[src/rtl/uart_tx_arbiter_if.sv]
// ---------------------------------------------------------------------------
// uart_tx_arbiter_if
// Purpose : bundles the producer-side request/ack bus and the transmitter-side
//           load/busy handshake of the UART TX arbiter.
// Signals : req_valid/req_data/req_ack - NUM_REQ byte producers
//           req_lock                   - per-requester message lock
//                                        (only with UART_TX_ARB_LOCK_EN)
//           tx_load/tx_data/tx_busy    - shared UART transmitter
//           grant_id/arb_busy/err_timeout - status
// Modports: master - the arbiter; slave - the surrounding environment.
// ---------------------------------------------------------------------------
interface uart_tx_arbiter_if #(
    parameter int NUM_REQ = 4,
    parameter int DATA_W  = 8
);
    localparam int ID_W = $clog2(NUM_REQ);

    logic [NUM_REQ-1:0]        req_valid;
    logic [NUM_REQ*DATA_W-1:0] req_data;
    logic [NUM_REQ-1:0]        req_ack;
    logic                      tx_load;
    logic [DATA_W-1:0]         tx_data;
    logic                      tx_busy;
    logic [ID_W-1:0]           grant_id;
    logic                      arb_busy;
    logic                      err_timeout;
`ifdef UART_TX_ARB_LOCK_EN
    logic [NUM_REQ-1:0]        req_lock;
`endif

    modport master (
`ifdef UART_TX_ARB_LOCK_EN
        input  req_lock,
`endif
        input  req_valid, req_data, tx_busy,
        output req_ack, tx_load, tx_data, grant_id, arb_busy, err_timeout
    );

    modport slave (
`ifdef UART_TX_ARB_LOCK_EN
        output req_lock,
`endif
        output req_valid, req_data, tx_busy,
        input  req_ack, tx_load, tx_data, grant_id, arb_busy, err_timeout
    );
endinterface

[src/rtl/uart_tx_arbiter.sv]
// ---------------------------------------------------------------------------
// uart_tx_arbiter
// Purpose : shares one UART transmitter between NUM_REQ byte producers using
//           round-robin arbitration. Each frame is sequenced as
//           IDLE -> LOAD -> FRAME -> GAP -> IDLE (LOAD -> GAP on timeout,
//           GAP skipped when GAP_CYCLES = 0).
// Ports   : clk      - system clock
//           areset_n - asynchronous active-low reset (sync release expected)
//           bus      - uart_tx_arbiter_if.master (requests, acks, TX handshake,
//                      grant_id, arb_busy, err_timeout)
// Options : UART_TX_ARB_LOCK_EN - when defined, req_lock[grant_id] held high
//           at the end of a frame re-grants the same requester (if it still
//           has a byte) without advancing the round-robin pointer.
// ---------------------------------------------------------------------------
module uart_tx_arbiter #(
    parameter int NUM_REQ      = 4,
    parameter int DATA_W       = 8,
    parameter int LOAD_TIMEOUT = 1024,
    parameter int GAP_CYCLES   = 16
) (
    input  logic              clk,
    input  logic              areset_n,
    uart_tx_arbiter_if.master bus
);
    localparam int ID_W    = $clog2(NUM_REQ);
    localparam int CNT_MAX = (LOAD_TIMEOUT > GAP_CYCLES) ? LOAD_TIMEOUT : GAP_CYCLES;
    // Counter only ever holds terminal-1, so clog2 of the larger limit suffices.
    localparam int CNT_W   = (CNT_MAX < 2) ? 1 : $clog2(CNT_MAX);

    typedef enum logic [1:0] {
        S_IDLE  = 2'd0,
        S_LOAD  = 2'd1,
        S_FRAME = 2'd2,
        S_GAP   = 2'd3
    } state_t;

    state_t              r_state;
    logic [CNT_W-1:0]    r_cnt;
    logic [ID_W-1:0]     r_ptr;
    logic [NUM_REQ-1:0]  r_ack;
    logic                r_load;
    logic [DATA_W-1:0]   r_data;
    logic [ID_W-1:0]     r_grant;
    logic                r_busy;
    logic                r_err;
    logic                r_hold;

    logic [ID_W:0]       w_pos;
    logic [ID_W-1:0]     w_rr_idx;
    logic                w_rr_hit;
    logic                w_lock_now;
    logic                w_keep;
    logic [ID_W-1:0]     w_sel_idx;
    logic                w_sel_hit;
    logic [NUM_REQ-1:0]  w_sel_onehot;
    logic [DATA_W-1:0]   w_sel_data;
    logic [ID_W-1:0]     w_next_ptr;

    // Round-robin search starting at r_ptr. Iterating from the farthest
    // position down lets the nearest hit overwrite, so no "found" flag needed.
    always_comb begin
        w_rr_hit = 1'b0;
        w_rr_idx = '0;
        w_pos    = '0;
        for (int k = NUM_REQ - 1; k >= 0; k--) begin
            w_pos = {1'b0, r_ptr} + (ID_W + 1)'(k);
            if (w_pos >= (ID_W + 1)'(NUM_REQ)) begin
                w_pos = w_pos - (ID_W + 1)'(NUM_REQ);
            end
            if (bus.req_valid[w_pos[ID_W-1:0]]) begin
                w_rr_hit = 1'b1;
                w_rr_idx = w_pos[ID_W-1:0];
            end
        end
    end

`ifdef UART_TX_ARB_LOCK_EN
    assign w_lock_now = bus.req_lock[r_grant];
`else
    assign w_lock_now = 1'b0;
`endif

    // r_hold remembers that the last owner was locked when the frame ended;
    // it only wins if that owner still presents a byte.
    assign w_keep       = r_hold & bus.req_valid[r_grant];
    assign w_sel_idx    = w_keep ? r_grant : w_rr_idx;
    assign w_sel_hit    = w_keep | w_rr_hit;
    assign w_sel_onehot = {{(NUM_REQ-1){1'b0}}, 1'b1} << w_sel_idx;
    assign w_next_ptr   = (w_sel_idx == ID_W'(NUM_REQ - 1)) ? '0 : w_sel_idx + 1'b1;

    always_comb begin
        w_sel_data = '0;
        for (int k = 0; k < NUM_REQ; k++) begin
            if (w_sel_idx == ID_W'(k)) begin
                w_sel_data = bus.req_data[k*DATA_W +: DATA_W];
            end
        end
    end

    always_ff @(posedge clk or negedge areset_n) begin
        if (!areset_n) begin
            r_state <= S_IDLE;
            r_cnt   <= '0;
            r_ptr   <= '0;
            r_ack   <= '0;
            r_load  <= 1'b0;
            r_data  <= '0;
            r_grant <= '0;
            r_busy  <= 1'b0;
            r_err   <= 1'b0;
            r_hold  <= 1'b0;
        end else begin
            r_ack <= '0;
            r_err <= 1'b0;
            case (r_state)
                S_IDLE: begin
                    if (w_sel_hit) begin
                        r_ack   <= w_sel_onehot;
                        r_load  <= 1'b1;
                        r_data  <= w_sel_data;
                        r_grant <= w_sel_idx;
                        r_busy  <= 1'b1;
                        r_hold  <= 1'b0;
                        r_cnt   <= '0;
                        r_state <= S_LOAD;
                        if (!w_keep) begin
                            r_ptr <= w_next_ptr;
                        end
                    end
                end
                S_LOAD: begin
                    if (bus.tx_busy) begin
                        r_load  <= 1'b0;
                        r_state <= S_FRAME;
                    end else if (r_cnt == CNT_W'(LOAD_TIMEOUT - 1)) begin
                        // Transmitter never took the byte: drop it and report.
                        r_load <= 1'b0;
                        r_err  <= 1'b1;
                        if (GAP_CYCLES == 0) begin
                            r_state <= S_IDLE;
                            r_busy  <= 1'b0;
                            r_hold  <= w_lock_now;
                        end else begin
                            r_state <= S_GAP;
                            r_cnt   <= '0;
                        end
                    end else begin
                        r_cnt <= r_cnt + 1'b1;
                    end
                end
                S_FRAME: begin
                    if (!bus.tx_busy) begin
                        if (GAP_CYCLES == 0) begin
                            r_state <= S_IDLE;
                            r_busy  <= 1'b0;
                            r_hold  <= w_lock_now;
                        end else begin
                            r_state <= S_GAP;
                            r_cnt   <= '0;
                        end
                    end
                end
                S_GAP: begin
                    if (r_cnt == CNT_W'(GAP_CYCLES - 1)) begin
                        r_state <= S_IDLE;
                        r_busy  <= 1'b0;
                        r_hold  <= w_lock_now;
                    end else begin
                        r_cnt <= r_cnt + 1'b1;
                    end
                end
                default: begin
                    r_state <= S_IDLE;
                    r_busy  <= 1'b0;
                    r_load  <= 1'b0;
                end
            endcase
        end
    end

    assign bus.req_ack     = r_ack;
    assign bus.tx_load     = r_load;
    assign bus.tx_data     = r_data;
    assign bus.grant_id    = r_grant;
    assign bus.arb_busy    = r_busy;
    assign bus.err_timeout = r_err;

endmodule

[src/flat_wrapper.sv]
// flat-port wrapper written by rule: the top's interface ports become plain ports
module uart_tx_arbiter_flat 
#(
    parameter int NUM_REQ      = 4,
    parameter int DATA_W       = 8,
    parameter int LOAD_TIMEOUT = 1024,
    parameter int GAP_CYCLES   = 16
)
  (clk, areset_n, bus_req_valid, bus_req_data, bus_tx_busy, bus_req_ack, bus_tx_load, bus_tx_data, bus_grant_id, bus_arb_busy, bus_err_timeout);
  uart_tx_arbiter_if #(.NUM_REQ(NUM_REQ), .DATA_W(DATA_W)) bus_i ();
  input  logic clk;
  input  logic areset_n;
  input wire logic [$bits(bus_i.req_valid)-1:0] bus_req_valid;
  input wire logic [$bits(bus_i.req_data)-1:0] bus_req_data;
  input wire logic [$bits(bus_i.tx_busy)-1:0] bus_tx_busy;
  output wire logic [$bits(bus_i.req_ack)-1:0] bus_req_ack;
  output wire logic [$bits(bus_i.tx_load)-1:0] bus_tx_load;
  output wire logic [$bits(bus_i.tx_data)-1:0] bus_tx_data;
  output wire logic [$bits(bus_i.grant_id)-1:0] bus_grant_id;
  output wire logic [$bits(bus_i.arb_busy)-1:0] bus_arb_busy;
  output wire logic [$bits(bus_i.err_timeout)-1:0] bus_err_timeout;
  assign bus_i.req_valid = bus_req_valid;
  assign bus_i.req_data = bus_req_data;
  assign bus_i.tx_busy = bus_tx_busy;
  assign bus_req_ack = bus_i.req_ack;
  assign bus_tx_load = bus_i.tx_load;
  assign bus_tx_data = bus_i.tx_data;
  assign bus_grant_id = bus_i.grant_id;
  assign bus_arb_busy = bus_i.arb_busy;
  assign bus_err_timeout = bus_i.err_timeout;
  uart_tx_arbiter #(.NUM_REQ(NUM_REQ), .DATA_W(DATA_W), .LOAD_TIMEOUT(LOAD_TIMEOUT), .GAP_CYCLES(GAP_CYCLES)) u_core (.clk(clk), .areset_n(areset_n), .bus(bus_i));
endmodule
[config.mk]
export PLATFORM = sky130hd
export DESIGN_NAME = uart_tx_arbiter_flat
export DESIGN_NICKNAME = d
export VERILOG_FILES = /design/src/rtl/uart_tx_arbiter_if.sv /design/src/rtl/uart_tx_arbiter.sv /design/src/flat_wrapper.sv
export SDC_FILE = /design/constraint.sdc
export NUM_CORES = 1
export LEC_CHECK = 0
export CORE_MARGIN = 2
export CORE_UTILIZATION = 43
export CTS_CLUSTER_DIAMETER = 200
export DETAILED_ROUTE_END_ITERATION = 10
export PLACE_DENSITY = 0.77
export SETUP_SLACK_MARGIN = 0.1
export SLEW_MARGIN = 10
export SYNTH_ARGS = -nofsm -noshare
export SYNTH_HDL_FRONTEND = slang
export SYNTH_SLANG_ARGS = --single-unit
[constraint.sdc]
create_clock -name clk -period 2.26 [get_ports clk]
set_input_delay 0.226 -clock clk [delete_from_list [all_inputs] [get_ports clk]]
set_output_delay 0.226 -clock clk [all_outputs]
set_load 0.02 [all_outputs]
==> metrics.csv <==
stage;metric;value;unit
outcome;status;complete, no violations;
finish;layout cells sized above 1;0.128;
global_route;initial antenna violation count;0;
timing;setup TNS;0;ps
timing;Slew Limit Fails;0;
run;max-cap viol count;0;
worst_setup_path;critical path class;reg -> reg;
synthesis;Yosys top cell area share;0.411;
routing;antenna-violating nets left;0;
worst_setup_path;Critical Path Source Type;flop;
synthesis;Synth cell types;38;
die;die height;70.2;um
global_route;vias in the first global route;1784;
synthesis;Syn Std Cell Area;0.00189;sq mm
clock_network;H-tree depth;2;
global_route;global-route met3 utilization;0.0505;
placement;routability congestion estimate;0.820;
timing;final setup violation count;0;
global_route;first-pass GRT wire length;8.31;mm
placement;dpl cell area;0.00260;sq mm
clock_network;Root Buffer;clkbuf_8;
timing;fin crit period;2060;ps
placement;Port Buf Inserts;55;
timing;final period utilization;0.912;
timing;actual slew at the worst max-slew pin;416;ps
synthesis;sequential area share after synthesis;0.411;
routing;Wirelength per Cell;14.8;um
routing;1st-pass router iterations;4;
timing;max frequency;485;MHz
die;Core Area;0.00429;sq mm
worst_setup_path;CP Max Fanout;6;
synthesis;Seq cells post-synth;31;
worst_setup_path;Worst setup EP type;flop;
worst_setup_path;Worst R2R End;u_core.r_state[1];
finish;synthesis-to-layout area growth;44.6;%
pwr;maximum vdd drop;0.000516;V
die;Initial Utilization;0.439;
pwr;Clk pwr share;0.148;
global_route;busiest grt layer;met2;
global_route;met2 Usage GRT;0.340;
synthesis;Post-Syn Instances;215;
clock_network;clk sink count;31;
pwr;pwr dens;1090;mW/mm^2
worst_setup_path;arrival time worst endpoint;2220;ps
routing;vias per cell;5.27;
routing;Via Count;1759;
pwr;switch share;0.399;
global_route;total gr overflow;0;
die;Die X-Extent;70.2;um
global_route;GRT Total Usage;0.212;
worst_setup_path;r2r setup slk;200;ps
clock_network;Worst-path clk slew;60;ps
clock_network;clock buffer depth;2;
global_route;largest net degree at the start of global routing;32;
synthesis;Ys Warns;0;
synthesis;main area contributors after synthesis;dfrtp_1 41%, nand2_1 6.8%, ha_1 6.0%, a21oi_1 5.6%, o21a_1 4.0%;
min_path;Hold WC Path Type;in -> async;
finish;post-layout util;0.635;
pwr;Pwr Total;2.97;mW
pwr;combinational share of power;0.561;
worst_setup_path;worst path required time;2420;ps
routing;1st-iter DRT viols;123;
timing;WHS;356;ps
clock_network;CTS buffer count;5;
die;die footprint;0.00493;sq mm
synthesis;post-synth net total;263;
synthesis;Synth area leader;dfrtp_1;
pwr;Sw Pwr;1.18;mW
routing;DRC viols;0;
clock_network;Worst-Skew Late Latency;280;ps
global_route;GR Util met1;0.280;
pwr;Cell Int Power;1.79;mW
finish;Ant. Diodes;0;
timing;final hold viol count;0;
finish;NumNets Final;330;
timing;unrepaired setup endpoints after global routing;true;
timing;final setup skew;9.38;ps
pwr;static leakage;1.15;nW
placement;DP HPWL;3.50;mm
die;Ports;56;
finish;Fillers;387;
synthesis;Post-Syn Area per Cell;8.78;sq um
routing;total routed wirelength;4.94;mm
die;# rows;24;
pwr;part of the power in registers;0.291;
clock_network;TritonCTS clock tree;built;
worst_setup_path;reg2reg path depth;6;
finish;fin area;0.00273;sq mm
timing;worst rel slew slack;0.723;
worst_setup_path;worst reg2reg path startpoint;u_core.r_cnt[0];
critical path, stage by stage, from the launching register on:
cell and delay [ps]:
dfrtp_1 420, ha_1 270, and3_1 240, nand3_1 90
a222oi_1 390, o21a_2 220, mux2_1 310
state kept, by name, summed over array words and instances, names as in the netlist:
| signal | count |
|---|---|
| u_core.bus.arb_busy | 1 |
| u_core.r_state | 2 |
| u_core.bus.req_ack | 4 |
| u_core.bus.tx_load | 1 |
| u_core.bus.tx_data | 8 |
| u_core.r_cnt | 10 |
| u_core.bus.grant_id | 2 |
| u_core.bus.err_timeout | 1 |
| u_core.r_ptr | 2 |
synthesized netlist by cell type (all sizes together):
library cell and count:
a31oi 4, mux2i 1, or4 1, and2 4, nand4 3, o22ai 1
nor2 12, and3 1, nor2b 2, nand2 34, a22o 2, o211ai 8
or2 2, nand2b 5, mux2 1, o31ai 2, a21oi 21, o21ai 17
nor3 5, o41ai 2, nand3b 8, and4b 1, o22a 1, clkbuf 8
a21boi 1, ha 9, buf 2, a222oi 1, dfrtp 31, nor4 2
nand3 4, o21a 11, inv 8
power groups by stage:
stage          clock (mW)  combinational (mW)  sequential [mW]
2_1_floorplan           0               0.886            0.991
3_3_place_gp            0                1.59            0.862
3_5_place_dp            0                1.64            0.868
4_1_cts             0.464                1.65            0.859
5_1_grt             0.483                1.82            0.892
6_report            0.440                1.67            0.864
layer usage:
layer  up-vias  share of wire
met3         2          0.059
met2        54           0.45
met1       806           0.48
li1        897              -
met4         0         0.0061
met5         -              0
per-stage QoR:
stage,setup WS (ps),instances
4_1_cts,141,334
2_1_floorplan,131,215
3_5_place_dp,-141,327
5_1_grt,53.9,334
3_3_place_gp,-83.3,327
6_report,198,334
layout make-up:
class	instances	area [sq um]	area share
inverters	8	30.0	0.0110
multi-input cells	166	1080	0.395
clock inverters	1	5.00	0.00183
clock buffers	6	82.6	0.0303
well taps	52	65.1	0.0239
repair buffers	70	691	0.253
flip-flops and latches	31	777	0.285
cells in the final DEF, fill, tap and decap left out, types with 6 or more instances in the layout:
cell type / netlist / layout
clkbuf_8: 0 / 6
inv_1: 8 / 8
ha_1: 9 / 7
o211ai_1: 8 / 8
clkdlybuf4s50_1: 0 / 54
o21ai_0: 15 / 15
o21a_1: 10 / 10
nand2_1: 34 / 34
dfrtp_1: 31 / 30
nor2_1: 12 / 12
nand3b_1: 8 / 8
a21oi_1: 21 / 19
buf_4: 1 / 13
what timing repair did:
action / 4_1_cts / 5_1_grt
hold buffers: 0 / 0
gates resized for setup: 0 / 10
endpoints found under the setup margin: 0 / 9
buffers inserted: 0 / 0
kinds of logic (layout without fill, tap and decap cells):
kind of cell | count (synthesis) | count (layout) | share of synthesized area
AND/OR/NAND/NOR | 84 | 84 | 0.235
AO/OA/AOI/OAI | 71 | 71 | 0.244
flip-flops | 31 | 31 | 0.411
buffers and inverters | 18 | 85 | 0.0385
adder cells (fa/ha/maj) | 9 | 9 | 0.0597
multiplexers | 2 | 2 | 0.0113
worst max path at each step:
stage | from | to | slack (ps) | depth (start not counted)
finish | u_core.r_cnt[0] | u_core.r_state[1] | 200 | 6
global route | u_core.r_ptr[1] | u_core.bus.tx_data[5] | 50 | 11
CTS | bus_req_valid[0] | u_core.bus.tx_data[1] | 140 | 10
detailed placement | bus_req_valid[0] | u_core.bus.tx_data[5] | -140 | 10
global placement | bus_req_valid[0] | u_core.bus.tx_data[1] | -80 | 10
floorplan | u_core.r_ptr[1] | u_core.bus.tx_data[4] | 130 | 11
(Power assumes the default switching activity.)
